<file path="src/rtl/count_down_timer.sv">
// Loadable down-counter/timer with pause, done pulse and optional auto-reload.
// Counts to zero without wrapping; serves as an interval/timeout source.
module count_down_timer #(
  parameter int WIDTH       = 4,
  parameter bit AUTO_RELOAD = 1'b0
) (
  input  logic             clk,
  input  logic             reset,
  input  logic             load,
  input  logic [WIDTH-1:0] load_value,
  input  logic             start,
  input  logic             pause,
  output logic [WIDTH-1:0] out,
  output logic             busy,
  output logic             done
);

  typedef enum logic [1:0] {
    IDLE,
    RUN,
    PAUSED,
    DONE
  } state_e;

  localparam logic [WIDTH-1:0] ONE = WIDTH'(1);

  state_e           state_q, state_d;
  logic [WIDTH-1:0] cnt_q, cnt_d;
  logic [WIDTH-1:0] preset_q, preset_d;
  logic             done_q, done_d;

  always_comb begin
    state_d  = state_q;
    cnt_d    = cnt_q;
    preset_d = preset_q;
    done_d   = 1'b0;
    if (load) begin
      cnt_d    = load_value;
      preset_d = load_value;
      state_d  = IDLE;
    end else begin
      unique case (state_q)
        IDLE: begin
          if (start) begin
            if (cnt_q != '0) begin
              state_d = RUN;
            end else begin
              state_d = DONE;
              done_d  = 1'b1;
            end
          end
        end
        RUN: begin
          priority case (1'b1)
            pause: begin
              state_d = PAUSED;
            end
            (cnt_q > ONE): begin
              cnt_d = cnt_q - ONE;
            end
            (cnt_q == ONE): begin
              done_d = 1'b1;
              if (AUTO_RELOAD) begin
                cnt_d = preset_q;
              end else begin
                cnt_d   = '0;
                state_d = DONE;
              end
            end
            // a zero count cannot be running; park safely
            default: begin
              state_d = DONE;
            end
          endcase
        end
        PAUSED: begin
          if (!pause) begin
            state_d = RUN;
          end
        end
        DONE: begin
          if (start) begin
            if (preset_q != '0) begin
              cnt_d   = preset_q;
              state_d = RUN;
            end else begin
              done_d = 1'b1;
            end
          end
        end
        default: begin
          state_d = IDLE;
        end
      endcase
    end
  end

  always_ff @(posedge clk or negedge reset) begin
    if (!reset) begin
      state_q  <= IDLE;
      cnt_q    <= '0;
      preset_q <= '0;
      done_q   <= 1'b0;
    end else begin
      state_q  <= state_d;
      cnt_q    <= cnt_d;
      preset_q <= preset_d;
      done_q   <= done_d;
    end
  end

  assign out  = cnt_q;
  assign busy = (state_q == RUN) || (state_q == PAUSED);
  assign done = done_q;

endmodule

</file>
<file path="config.mk">
export PLATFORM = sky130hd
export DESIGN_NAME = count_down_timer
export DESIGN_NICKNAME = d
export VERILOG_FILES = /design/src/rtl/count_down_timer.sv
export SDC_FILE = /design/constraint.sdc
export NUM_CORES = 1
export LEC_CHECK = 0
export CAP_MARGIN = 20
export CORE_ASPECT_RATIO = 1.1
export CORE_MARGIN = 3
export CORE_UTILIZATION = 39
export DETAILED_ROUTE_END_ITERATION = 12
export REMOVE_ABC_BUFFERS = 1
export SYNTH_ARGS = -nofsm -noshare
export SYNTH_HDL_FRONTEND = slang
export SYNTH_SLANG_ARGS = --single-unit
</file>
<file path="constraint.sdc">
create_clock -name clk -period 5.2 [get_ports clk]
set_input_delay 0.78 -clock clk [delete_from_list [all_inputs] [get_ports clk]]
set_output_delay 0.78 -clock clk [all_outputs]
set_load 0.005 [all_outputs]
</file>
==> reports/results.tsv <==
stage	metric	value	unit
timing	relSlewSlack	0.6122	
finish	n_antenna_cell	0	
die	fp.dieW	49.21	um
status	outcome	finished clean	
logic_synthesis	syn_inst	87	
setup_path	cp-end-kind	primary output	
setup_path	r2r_slack	3050	ps
run	cap_violations	0	
power	p_leak	0.4059	nW
clock_tree	cts_setup_buffers	0	
logic_synthesis	async_flop_share	1.000	
finish	areaGrowthSynthToFinish	23.59	%
drt	vias	705	
finish	final_util	0.5316	
power	p_int	0.2507	mW
logic_synthesis	netlist_top_cells_area	dfrtp_1 34%, ha_1 11%, mux2_2 4.2%	
die	die_area	2634	um^2
timing	fin_crit	2347	ps
setup_path	cp_data_required_time	4420	ps
logic_synthesis	synth_warnings	0	
logic_synthesis	syn_area_per_cell	9.204	um^2
placement	globalplace.congestion	0.8907	
placement	hpwlAfterDp	1294	um
clock_tree	postCtsHoldBufs	0	
die	fp.dieH	53.53	um
timing	setup-tns-final	0	ps
grt	grt_pass1_wl	2787	um
clock_tree	cts_htree_levels	1	
timing	fin_skew	4.661	ps
die	core	1862	um^2
timing	setup_ws	2853	ps
grt	antenna_found_initial	0	
logic_synthesis	synth_area_leader_cell	dfrtp_1	
power	power_frac_seq	0.312	
grt	grt_util_all_layers	0.1372	
logic_synthesis	synth_cell_type_count	32	
finish	multi_input_area	488.0	um^2
timing	rsz0062_at_grt	no	
drt	drc_errors	0	
logic_synthesis	synth_top_area_share	0.3438	
logic_synthesis	synth_most_common_cell	dfrtp_1	
drt	drt_iter0_drc	27	
drt	via_per_inst	5.465	
die	start_util	0.4301	
power	powerDensity	414.5	nW/um^2
grt	grt_max_degree	19	
clock_tree	clock_path_buffers	2	
drt	totalWireLength	1723	um
power	total_power	0.4102	mW
grt	grt_pass1_vias	619	
power	power_switching	0.1596	mW
clock_tree	cts.clk_slew.worst_paths	70	ps
drt	ant_nets	0	
placement	dp_slack	2844	ps
logic_synthesis	ys_seq_area_frac	0.3438	
drt	wl_per_cell	13.36	um
finish	fin_nets	119	
placement	portBuffers	14	
placement	placed_cells	125	
finish	final-seq-area	275.3	um^2
clock_tree	worst_skew_pair.late_latency	260	ps
timing	finalHoldViolations	0	
timing	slew_viol_final	0	
power	peakVddDrop	0.2412	mV
finish	stdcell_count	129	
clock_tree	cts_tree	done	
hold_path	hp-class	register to register	
finish	fillers	180	
clock_tree	ctsRootBufferMaster	clkbuf_4	
power	p_clk_frac	0.138	
grt	grt_overflow_total	0	
logic_synthesis	ys.flop_type	dfrtp_1	
logic_synthesis	synth_edf_count	0	
timing	setup_viol	0	
drt	drt_pass1_iterations	4	
logic_synthesis	ys_ff_latch	11	
timing	finalCritPeriodShare	0.4513	
power	pwr-share-comb	0.550	
die	ios	15	
die	row_count	16	
finish	drive_above_1_share	0.08824	
timing	clock.fmax	426.1	MHz
setup_path	path_class	register to primary output	
setup_path	cp.arrival	1570	ps
logic_synthesis	netlist_area	800.8	um^2
setup_path	crit_path_max_fanout	5	
power	netSwitchingFraction	0.3890	
setup_path	start_kind	register	
clock_tree	cts_made_buffers	3	
timing	worst_pin_slew	579.8	ps
logic_synthesis	synth_common_cells	11 x dfrtp_1, 7 x ha_1, 7 x inv_1	
clock_tree	cts-resized-gates	0	
clock_tree	cts_sinks	11	
registers in the layout, summed over array words and instances (netlist names):
| register | cells |
|---|---|
| state_q | 2 |
| preset_q | 4 |
| done | 1 |
| out | 4 |
path summary, 6_finish.rpt:
check,from,to,depth (start not counted)
worst max-delay path,state_q[0],busy,3
worst min-delay path,preset_q[3],preset_q[3],1
worst max register to register,state_q[0],out[1],5
worst min register to register,preset_q[3],preset_q[3],1
max in group asynchronous,reset,done,1
min in group asynchronous,reset,preset_q[0],1
area by class of cell:
type                    count  area share
multi-input cells          66      0.4930
well taps                  27     0.03413
inverters                   7     0.02655
clock buffers               4     0.02655
repair buffers             14      0.1416
flip-flops and latches     11      0.2781
logic make-up after synthesis:
kind of cell,count (synthesis),share of synthesized area
buffers and inverters,10,0.04688
DFF,11,0.3437
adders and majority gates,7,0.1094
and+or+nand+nor,30,0.2140
muxes,3,0.04218
AOI/OAI and AO/OA,26,0.2438
through the flow:
stage,hold WS [ps],instance area [um^2]
3_3_place_gp,548.9,963.4
4_1_cts,568.3,989.7
5_1_grt,592.0,989.7
3_5_place_dp,552.1,963.4
6_report,570.2,989.7
2_1_floorplan,484.4,789.5
layout by cell type (no fill, tap or decap), drive strengths merged:
master          n
nand2b          2
nor3            5
a211o           2
ha              7
o22ai           1
dfrtp          11
a21oi           2
nor3b           1
clkdlybuf4s50  14
nand4           2
a21boi          1
nor2b           4
inv             7
a32oi           2
or4b            1
a32o            1
nand2           5
a22oi           2
nor4bb          1
a21o            1
mux2            3
o31ai           1
a31oi           2
o21ai           6
clkbuf          4
o22a            1
nor2            6
o211ai          2
or3b            1
nand3           1
o311a           1
nand3b          1
o311ai          1
per-layer routing:
metal / track usage / part of all wire
met3: 0.02817 / 0.050
met5: 0 / 0
met4: 0.05687 / 0.0081
met2: 0.1964 / 0.42
met1: 0.1983 / 0.52
critical path: stages (launching register included):
cell	delay, ps
dfrtp_1	410
inv_1	100
ha_1	300
clkdlybuf4s50_1	500
power groups by stage:
stage / Combinational, mW / Clock [mW] / Sequential [mW]
final: 0.226 / 0.0567 / 0.128
after floorplan: 0.153 / 0 / 0.125
after global placement: 0.225 / 0 / 0.129
after detailed placement: 0.223 / 0 / 0.129
after CTS: 0.226 / 0.0585 / 0.128
after global routing: 0.248 / 0.0622 / 0.132
Power figures use the tool's default switching activity.
